### config.mk
export PLATFORM = sky130hd
export DESIGN_NAME = iob_fifo_wr_arbiter
export DESIGN_NICKNAME = d
export VERILOG_FILES = /design/src/rtl/iob_fifo_wr_arbiter_pkg.sv /design/src/rtl/iob_fifo_wr_arbiter_rr.sv /design/src/rtl/iob_fifo_wr_arbiter.sv
export SDC_FILE = /design/constraint.sdc
export NUM_CORES = 1
export LEC_CHECK = 0
export BUFFER_PORTS_ARGS = -buffer_cell sky130_fd_sc_hd__clkbuf_2
export CAP_MARGIN = 20
export CORE_MARGIN = 2
export CORE_UTILIZATION = 37
export DETAILED_ROUTE_END_ITERATION = 16
export PLACE_DENSITY = 0.83
export REMOVE_ABC_BUFFERS = 1
export SYNTH_ARGS = -nofsm -noshare
export SYNTH_HDL_FRONTEND = slang
export SYNTH_SLANG_ARGS = --single-unit
### constraint.sdc
create_clock -name clk -period 3.9 [get_ports clk]
set_input_delay 0.975 -clock clk [delete_from_list [all_inputs] [get_ports clk]]
set_output_delay 0.975 -clock clk [all_outputs]
set_load 0.1 [all_outputs]
### src/rtl/iob_fifo_wr_arbiter_pkg.sv
// Shared types and width helpers for the iob_fifo_wr_arbiter slice.
// The optional IOB_FIFO_WR_ARB_PRIO_EN feature is implemented in the top module.
package iob_fifo_wr_arbiter_pkg;

    typedef enum logic {
        IDLE  = 1'b0,
        BURST = 1'b1
    } state_t;

    // Burst counter must be able to hold BURST_MAX itself after the last word.
    function automatic int cnt_width(input int burst_max);
        return $clog2(burst_max + 1);
    endfunction

    function automatic int id_width(input int n);
        return (n > 1) ? $clog2(n) : 1;
    endfunction

endpackage

### src/rtl/iob_fifo_wr_arbiter_rr.sv
// Round-robin requester picker: first valid index at or after the rotating pointer.
// The pointer moves to one past the advancing grantee when i_advance is pulsed.
module iob_rr_arbiter
    import iob_fifo_wr_arbiter_pkg::*;
#(
    parameter  int N  = 4,
    localparam int IW = id_width(N)
) (
    input  logic          clk,
    input  logic          rst_n,
    input  logic [N-1:0]  i_req,
    input  logic          i_en,
    input  logic          i_advance,
    input  logic [IW-1:0] i_adv_idx,
    output logic [N-1:0]  o_gnt_oh,
    output logic [IW-1:0] o_gnt_idx
);

    logic [IW-1:0] r_ptr;
    logic [IW-1:0] w_gnt_idx;
    logic          w_found;

    always_ff @(posedge clk or negedge rst_n) begin
        if (!rst_n) begin
            r_ptr <= '0;
        end else if (i_advance) begin
            r_ptr <= (i_adv_idx == IW'(N - 1)) ? '0 : i_adv_idx + IW'(1);
        end
    end

    always_comb begin
        int w_idx;
        w_idx     = 0;
        w_gnt_idx = '0;
        w_found   = 1'b0;
        for (int k = 0; k < N; k++) begin
            w_idx = int'(r_ptr) + k;
            if (w_idx >= N) begin
                w_idx = w_idx - N;
            end
            if (!w_found && i_req[w_idx]) begin
                w_found   = 1'b1;
                w_gnt_idx = IW'(w_idx);
            end
        end
    end

    assign o_gnt_idx = w_gnt_idx;
    assign o_gnt_oh  = (i_en && w_found) ? (N'(1) << w_gnt_idx) : '0;

endmodule

### src/rtl/iob_fifo_wr_arbiter.sv
// Burst write-port arbiter sharing one iob_fifo_async write port among N_REQ requesters.
// Define IOB_FIFO_WR_ARB_PRIO_EN to give requester 0 strict priority at each arbitration.
module iob_fifo_wr_arbiter
    import iob_fifo_wr_arbiter_pkg::*;
#(
    parameter  int N_REQ     = 4,
    parameter  int DATA_W    = 32,
    parameter  int ADDR_W    = 6,
    parameter  int BURST_MAX = 8,
    localparam int ID_W      = id_width(N_REQ)
) (
    input  logic                    clk,
    input  logic                    rst_n,
    input  logic [N_REQ-1:0]        req_valid,
    input  logic [N_REQ*DATA_W-1:0] req_data,
    output logic [N_REQ-1:0]        req_ready,
    output logic [ID_W-1:0]         gnt_id,
    output logic                    busy,
    output logic                    fifo_w_en,
    output logic [DATA_W-1:0]       fifo_w_data,
    input  logic                    fifo_w_full,
    input  logic [ADDR_W:0]         fifo_w_level
);

    localparam int              CNT_W     = cnt_width(BURST_MAX);
    localparam logic [ADDR_W:0] DEPTH     = {1'b1, {ADDR_W{1'b0}}};
    localparam logic [ADDR_W:0] BURST_LIM = (ADDR_W + 1)'(BURST_MAX);

    state_t           r_state;
    state_t           w_next_state;
    logic [ID_W-1:0]  r_gnt_id;
    logic [CNT_W-1:0] r_count;
    logic [ID_W-1:0]  w_winner;
    logic [ID_W-1:0]  w_rr_idx;
    logic [N_REQ-1:0] w_rr_oh;
    logic [ADDR_W:0]  w_free;
    logic             w_room;
    logic             w_admit;
    logic             w_sel_valid;
    logic             w_xfer;
    logic             w_last;
    logic             w_burst_end;
    logic             w_advance;

    // Only admit a burst when a full BURST_MAX words fit, so a granted burst never meets full.
    assign w_free  = DEPTH - fifo_w_level;
    assign w_room  = (r_state == IDLE) && !fifo_w_full && (w_free >= BURST_LIM);
    assign w_admit = |w_rr_oh;

    iob_rr_arbiter #(
        .N (N_REQ)
    ) u_rr (
        .clk       (clk),
        .rst_n     (rst_n),
        .i_req     (req_valid),
        .i_en      (w_room),
        .i_advance (w_advance),
        .i_adv_idx (r_gnt_id),
        .o_gnt_oh  (w_rr_oh),
        .o_gnt_idx (w_rr_idx)
    );

`ifdef IOB_FIFO_WR_ARB_PRIO_EN
    assign w_winner  = req_valid[0] ? '0 : w_rr_idx;
    assign w_advance = w_burst_end && (r_gnt_id != '0);
`else
    assign w_winner  = w_rr_idx;
    assign w_advance = w_burst_end;
`endif

    always_comb begin
        w_sel_valid = 1'b0;
        fifo_w_data = '0;
        for (int i = 0; i < N_REQ; i++) begin
            if (r_gnt_id == ID_W'(i)) begin
                w_sel_valid = req_valid[i];
                fifo_w_data = req_data[i*DATA_W +: DATA_W];
            end
        end
    end

    // A burst ends on its last word, on any valid gap, or defensively on full.
    assign w_xfer      = (r_state == BURST) && w_sel_valid && !fifo_w_full;
    assign w_last      = (r_count == CNT_W'(BURST_MAX - 1));
    assign w_burst_end = (r_state == BURST) && (!w_xfer || w_last);

    always_ff @(posedge clk or negedge rst_n) begin
        if (!rst_n) begin
            r_state  <= IDLE;
            r_gnt_id <= '0;
            r_count  <= '0;
        end else begin
            r_state <= w_next_state;
            if ((r_state == IDLE) && w_admit) begin
                r_gnt_id <= w_winner;
                r_count  <= '0;
            end else if (w_xfer) begin
                r_count <= r_count + CNT_W'(1);
            end
        end
    end

    always_comb begin
        w_next_state = r_state;
        case (r_state)
            IDLE: begin
                if (w_admit) begin
                    w_next_state = BURST;
                end
            end
            BURST: begin
                if (w_burst_end) begin
                    w_next_state = IDLE;
                end
            end
            default: w_next_state = IDLE;
        endcase
    end

    always_comb begin
        busy      = (r_state == BURST);
        fifo_w_en = w_xfer;
        req_ready = '0;
        for (int i = 0; i < N_REQ; i++) begin
            req_ready[i] = w_xfer && (r_gnt_id == ID_W'(i));
        end
    end

    assign gnt_id = r_gnt_id;

endmodule
==> impl.org, run 1 <==
** Outcome
- The run finished with clean final reports.

** Yosys
- Cell types occupying the most area after synthesis :: a221oi_1 17%, o31ai_1 15%, dfrtp_1 14%
- Share of Yosys cell area claimed by the top area cell type :: 0.167
- Yosys printed 0 warnings.
- A synthesized cell averages slightly above 7 um^2.
- The synthesized netlist contains 35 unique library cells.
- a221oi_1 takes more of the synthesized area than any other cell.
- After synthesis, the most frequently instantiated cells are 34 x nand2_1, 33 x o31ai_1, 32 x nor2b_1, 31 x a221oi_1, 23 x clkbuf_1.
- Yosys instantiated no cell more often than nand2_1.
- Number of flops mapped to enable cells by yosys :: 0
- Synth async-reset ratio :: 1.00
- Number of standard cells after synthesis :: between 200 and 250
- For this run, the register share of the synthesized area comes to 0.139.
- Among all flip-flop cells after synthesis, the most frequent one is dfrtp_1.
- #FFs+latches synth :: 9
- Summing every instance area after synthesis gives 1620 um^2.

** Route
- For this run, the detailed router's first-pass iteration total came to 4.
- Post-route DRC :: 0
- Detailed-route wire length :: around 7100 um
- Remaining number of nets flagged by the antenna check after routing :: 0
- In this run, the number of DRC markers left after iteration 0 of detailed routing was 135.
- Via count :: around 2,400
- In the routed layout, each cell is associated on average with a via count of roughly 5.5.
- After detailed routing, the average wire length per cell comes to 16.0 um.

** Placement
- GPL Wtd Cong :: around 0.86
- Post-placement cell count :: approximately 440
- Port Buffers :: roughly 180
- Half-perimeter wire length after detailed placement :: approximately 5700 um

** Clocking
- Total of cells resized after clock tree synthesis :: 0
- CTS placed an instance of clkbuf_8 at the clock tree root.
- Maximum buffer depth of the clock tree :: 2
- Number of setup buffers added after CTS :: 0
- TritonCTS Buffers :: 3
- CTS built an H-tree with a depth of 1.
- Number of hold buffers added after cts :: 0
- Clock sink count :: 9
- TritonCTS built the clock tree.
- Insertion delay of the later-clocked pin in the worst-skew pair :: 240 ps
- Clock-pin slew reported for the worst setup and hold paths after clock tree synthesis :: approximately 40 ps

** Die
- The floorplan step defined a core boundary enclosing between 4000 and 5000 um^2.
- The die covers 4930 um^2.
- Pin placement for this block handled 182 I/O pins.
- The initial utilization of the core area, before any placement, comes to 0.378.
- Width of the chip :: approximately 70 um
- Rows :: 24
- Die height :: 70.2 um

** Final layout
- Final Instance Count excl. Fillers :: 443
- Layout Nets :: approximately 540
- Diodes inserted :: 0
- Multi-input gate area :: ~1300 um^2
- Of the cells placed in the final design, the portion with a size suffix greater than 1 is 0.512.
- From synthesis to final layout, the design area changed by 92.8%.
- Sequential Area :: 225 um^2
- The filler cells instantiated in the layout total 341.
- Utilization after layout :: 0.729

** Worst setup path
- For the worst setup path, the data required time is between 2000 and 3000 ps.
- Startpoint-to-endpoint class of the critical path :: in2out
- Sort of element at the end of the critical path :: output pin
- In this run the worst path has a maximum fanout of 10.
- Critical path arrival :: ~2600 ps
- STA classifies the critical path startpoint as an input pin.

** Job
- Maximum Capacitance Violations :: 0

** Global routing
- For this run the aggregate overflow at the end of global routing stands at 0.
- Vias in the first global route :: between 2,000 and 2,500
- The first global-routing pass estimated 11,100 um of wire.
- Entering global routing, the biggest net connects around 70 pins.
- Global-route usage over all layers :: 0.276
- Initial antenna violation count :: 0

** Timing
- Final number of max-transition violations :: 0
- At the pin with the least slew margin, the transition time is 637 ps.
- Setup violations remaining at the end of the flow were counted as 0.
- Between clock sinks in the finished design, the worst skew comes to 4.14 ps.
- Final cycle utilization of the critical path :: 0.920
- Setup repair after global routing missed its margin :: false
- For this run, the top clock speed supported by timing is around 280 MHz.
- In this run the tightest slew margin relative to its limit is 0.576.
- Minimum clock period :: ~3600 ps
- The final-report hold violation count is 0.

** Min path
- Worst min-delay path category :: reg2reg
[final timing paths]
path / start / endpoint / slack, ps / depth (start not counted)
max in group asynchronous: rst_n / u_rr.r_ptr[1] / 3130 / 1
setup reg to reg: gnt_id[0] / r_count[2] / 1520 / 8
setup / recovery: req_valid[2] / req_ready[3] / 310 / 6
hold / removal: u_rr.r_ptr[0] / u_rr.r_ptr[0] / 560 / 1
min in group asynchronous: rst_n / r_count[2] / 580 / 1
hold reg to reg: u_rr.r_ptr[0] / u_rr.r_ptr[0] / 560 / 1
[kinds of logic (layout without fill, tap and decap cells)]
family                   after synthesis  in the layout  share of synthesized area
AO/OA/AOI/OAI                         84             84                      0.408
adder cells (fa/ha/maj)                5              5                     0.0386
buffers and inverters                 30            196                     0.0748
flip-flops                             9              9                      0.139
multiplexers                           5              5                     0.0324
AND/OR/NAND/NOR                       92             92                      0.308
[area by class of cell]
class | instances | area share
inverters | 5 | 0.00600
repair buffers | 187 | 0.477
well taps | 52 | 0.0208
flip-flops and latches | 9 | 0.0720
multi-input cells | 186 | 0.410
clock buffers | 4 | 0.0144
[flip-flops by register name (all words and copies together) (netlist names)]
signal and flops:
r_count 4, u_rr.r_ptr 2, busy 1, gnt_id 2
[layer usage]
metal  wire [um]  track usage
met5           0            0
met4         171       0.0962
met3         390       0.0289
met2        3700        0.484
met1        2840        0.347
[through the flow]
step | setup TNS [ps] | cell area, um^2 | setup slack, ps | hold slack (ps)
after global placement | 0 | 3080 | 384 | 536
after detailed placement | 0 | 3080 | 300 | 546
after global routing | 0 | 3130 | 162 | 570
after floorplan | -88220 | 1520 | -2670 | 517
final | 0 | 3130 | 312 | 557
after CTS | 0 | 3130 | 298 | 555
[cell usage in the layout, fill, tap and decap left out, types with 2 or more instances in the layout]
| cell type | n |
|---|---|
| clkbuf_2 | 145 |
| buf_12 | 36 |
| nand2_1 | 34 |
| o31ai_1 | 33 |
| nor2b_1 | 31 |
| a221oi_1 | 31 |
| a21oi_1 | 10 |
| dfrtp_1 | 9 |
| buf_4 | 6 |
| inv_1 | 5 |
| nor2_1 | 5 |
| o21ai_0 | 4 |
| and2_1 | 4 |
| mux2i_1 | 3 |
| ha_1 | 3 |
| clkbuf_8 | 3 |
| nor3_1 | 2 |
| or3_1 | 2 |
| mux2_2 | 2 |
| or4_1 | 2 |
| nand2b_1 | 2 |
| ha_2 | 2 |
[critical path: stages]
cell      delay (ps)
clkbuf_2         130
nor3b_1           70
or4b_1           660
nor2_1           350
and2_1           240
buf_12           180
Power of run 1 is not shown: default switching activity piles up to over one toggle a cycle in this logic, so the estimate is an artifact.
==> run 2: changes to the inputs <==
--- a/config.mk
+++ b/config.mk
@@ -10,7 +10,7 @@
 export CORE_MARGIN = 2
 export CORE_UTILIZATION = 37
 export DETAILED_ROUTE_END_ITERATION = 16
-export PLACE_DENSITY = 0.83
+export PLACE_DENSITY_LB_ADDON = 0.25
 export REMOVE_ABC_BUFFERS = 1
 export SYNTH_ARGS = -nofsm -noshare
 export SYNTH_HDL_FRONTEND = slang
==> run 2 against run 1 <==
Net effect: wire length fell by 0.94%; critical path type is now reg2out; cell area is 0.96% lower; global-route usage is 0.40 points higher.
==> impl.org, run 2 (same netlist as run 1, synthesis figures left out) <==
** Outcome
- Status :: finished clean

** Timing
- The final-report hold violation count came to 0.
- Minimum clock period :: between 3000 and 4000 ps
- At the pin with the least slew margin, the transition time is around 570 ps.
- Setup violations remaining at the end of the flow were counted as 0.
- Across all setup checks in the final design, the least slack found is roughly 350 ps.
- The count of final max-slew check failures was 0.
- In the finished design, the share of the clock period the worst path needs comes to 0.911.
- Setup repair after global routing missed its margin :: false
- Worst clock skew on the final layout :: 4.07 ps
- Headroom to the max-slew limit came out at 0.623.
- Based on the critical path, the design can be clocked at up to roughly 280 MHz.

** Route
- Detailed-route vias per instance :: around 5.4
- Detailed-route wire length per cell :: around 16 um
- Once detail routing completed, the nets flagged for antenna violations numbered 0.
- Detailed-route wire length :: 7030 um
- Via count :: around 2,400
- The detailed router finished its first iteration with between 100 and 150 violations.
- Drt first pass iters :: 5
- For this run, design rule violations remaining after detail routing come to 0.

** Clocking
- Clock tree synthesis inserted a total of 3 buffers.
- The longest clock path from root to sink contains 2 buffers.
- Insertion delay of the later-clocked pin in the worst-skew pair :: 240 ps
- In this run the number of H-tree levels came out at 1.
- Clock-pin slew was measured on the worst setup and hold paths at about 50 ps.
- The tree built by TritonCTS fans out to 9 sinks.
- Buffers added to address setup during post-CTS repair amount to 0.
- Buffer type at the clock tree root :: clkbuf_8
- Total of cells resized after clock tree synthesis :: 0
- TritonCTS built the clock tree.
- Number of hold buffers added after cts :: 0

** Final layout
- Sequential Area :: roughly 230 um^2
- Layout Nets :: between 500 and 600
- In the final layout, the share of cells above drive strength 1 is 0.514.
- Commonest non-fill, non-tap cell in the layout :: clkbuf_2
- From synthesis to final layout, the design area changed by 91.0%.
- 0 antenna diodes ended up in the layout.
- Most flop-heavy register :: r_count
- In the layout the commonest cells are 148 x clkbuf_2, 34 x nand2_1, 33 x o31ai_1, 33 x buf_12.
- The register with the most flip-flops in the layout has 4 of them.
- Multi-input gate area :: 1280 um^2
- Fill cells in the final layout number 355.

** Global routing
- Initial antenna violation count :: 0
- The via count of the first global-routing pass was around 2,300.
- Across every metal layer, demand over resource in global routing totals 0.280.
- Overflow after GRT :: 0
- Global-route wire length before repair :: about 11,000 um
- Entering global routing, the biggest net connects 67 pins.

** Die
- The die is approximately 70 um tall.
- Width of the chip :: around 70 um
- Row generation in the floorplan step produced 24 rows.
- Total I/O pin count :: 182
- Die Footprint :: between 4000 and 5000 um^2
- The core region is between 4000 and 5000 um^2.
- Initial standard-cell utilization of the core :: 0.378

** Worst setup path
- For the worst setup path, the data arrival time is between 2000 and 3000 ps.
- The critical path in this run is classified as reg2out.
- For the worst setup path, the data required time is 2920 ps.
- STA classifies the critical path startpoint as a register.
- Sort of element at the end of the critical path :: output pin
- In this run the worst path has a maximum fanout of between 60 and 70.

** Placement
- OpenSTA, run right after detailed placement, puts the worst setup slack at ~450 ps.
- Half-perimeter wire length after detailed placement :: roughly 5800 um
- Port Buffers :: 181
- The congestion estimate from routability-driven global placement came to 0.903.

** Min path
- In this run the worst hold path is classified as reg2reg.

** Job
- Maximum Capacitance Violations :: 0
[run 2: cell types whose count changed in the layout (fill, tap and decap cells not counted), sizes merged]
cell | before | now
clkbuf | 149 | 152
buf | 42 | 41
[run 2: routing by layer]
metal,wire length (um),share of wire,track usage
met4,90,0.013,0.0513
met1,2850,0.40,0.344
met5,0,0,0
met2,3670,0.52,0.507
met3,428,0.061,0.0519
[run 2: stage by stage]
stage	std cells	hold slack (ps)	util	instance area [um^2]	setup TNS, ps
final	445	570	0.722	3100	0
after global routing	445	591	0.722	3100	0
after CTS	445	575	0.722	3100	0
after detailed placement	441	569	0.711	3050	0
after global placement	441	541	0.711	3050	0
after floorplan	200	517	-	1520	-88220
[run 2: layout make-up]
cell class                      instances  share of cell area
Timing Repair Buffer                  189               0.472
Multi-Input combinational cell        186               0.414
Sequential cell                         9              0.0727
Tap cell                               52              0.0210
Clock buffer                            4              0.0145
Inverter                                5             0.00606
[run 2: worst paths after layout]
check | slack (ps) | depth (start not counted) | end | from
worst max-delay path | 350 | 9 | req_ready[0] | gnt_id[0]
worst min-delay path | 570 | 2 | r_count[1] | r_count[1]
worst max register to register | 1540 | 8 | r_count[3] | gnt_id[0]
worst min register to register | 570 | 2 | r_count[1] | r_count[1]
max in group asynchronous | 3110 | 1 | busy | rst_n
min in group asynchronous | 590 | 1 | r_count[2] | rst_n
[run 2: worst max-delay path, cell delays in order, from the launching register on]
cell,delay [ps]
dfrtp_1,420
inv_1,120
ha_2,190
buf_4,460
a211o_1,170
a21oi_1,40
buf_4,170
nor2_1,320
and2_1,240
buf_12,190
Power of run 2 is left out for the same reason.
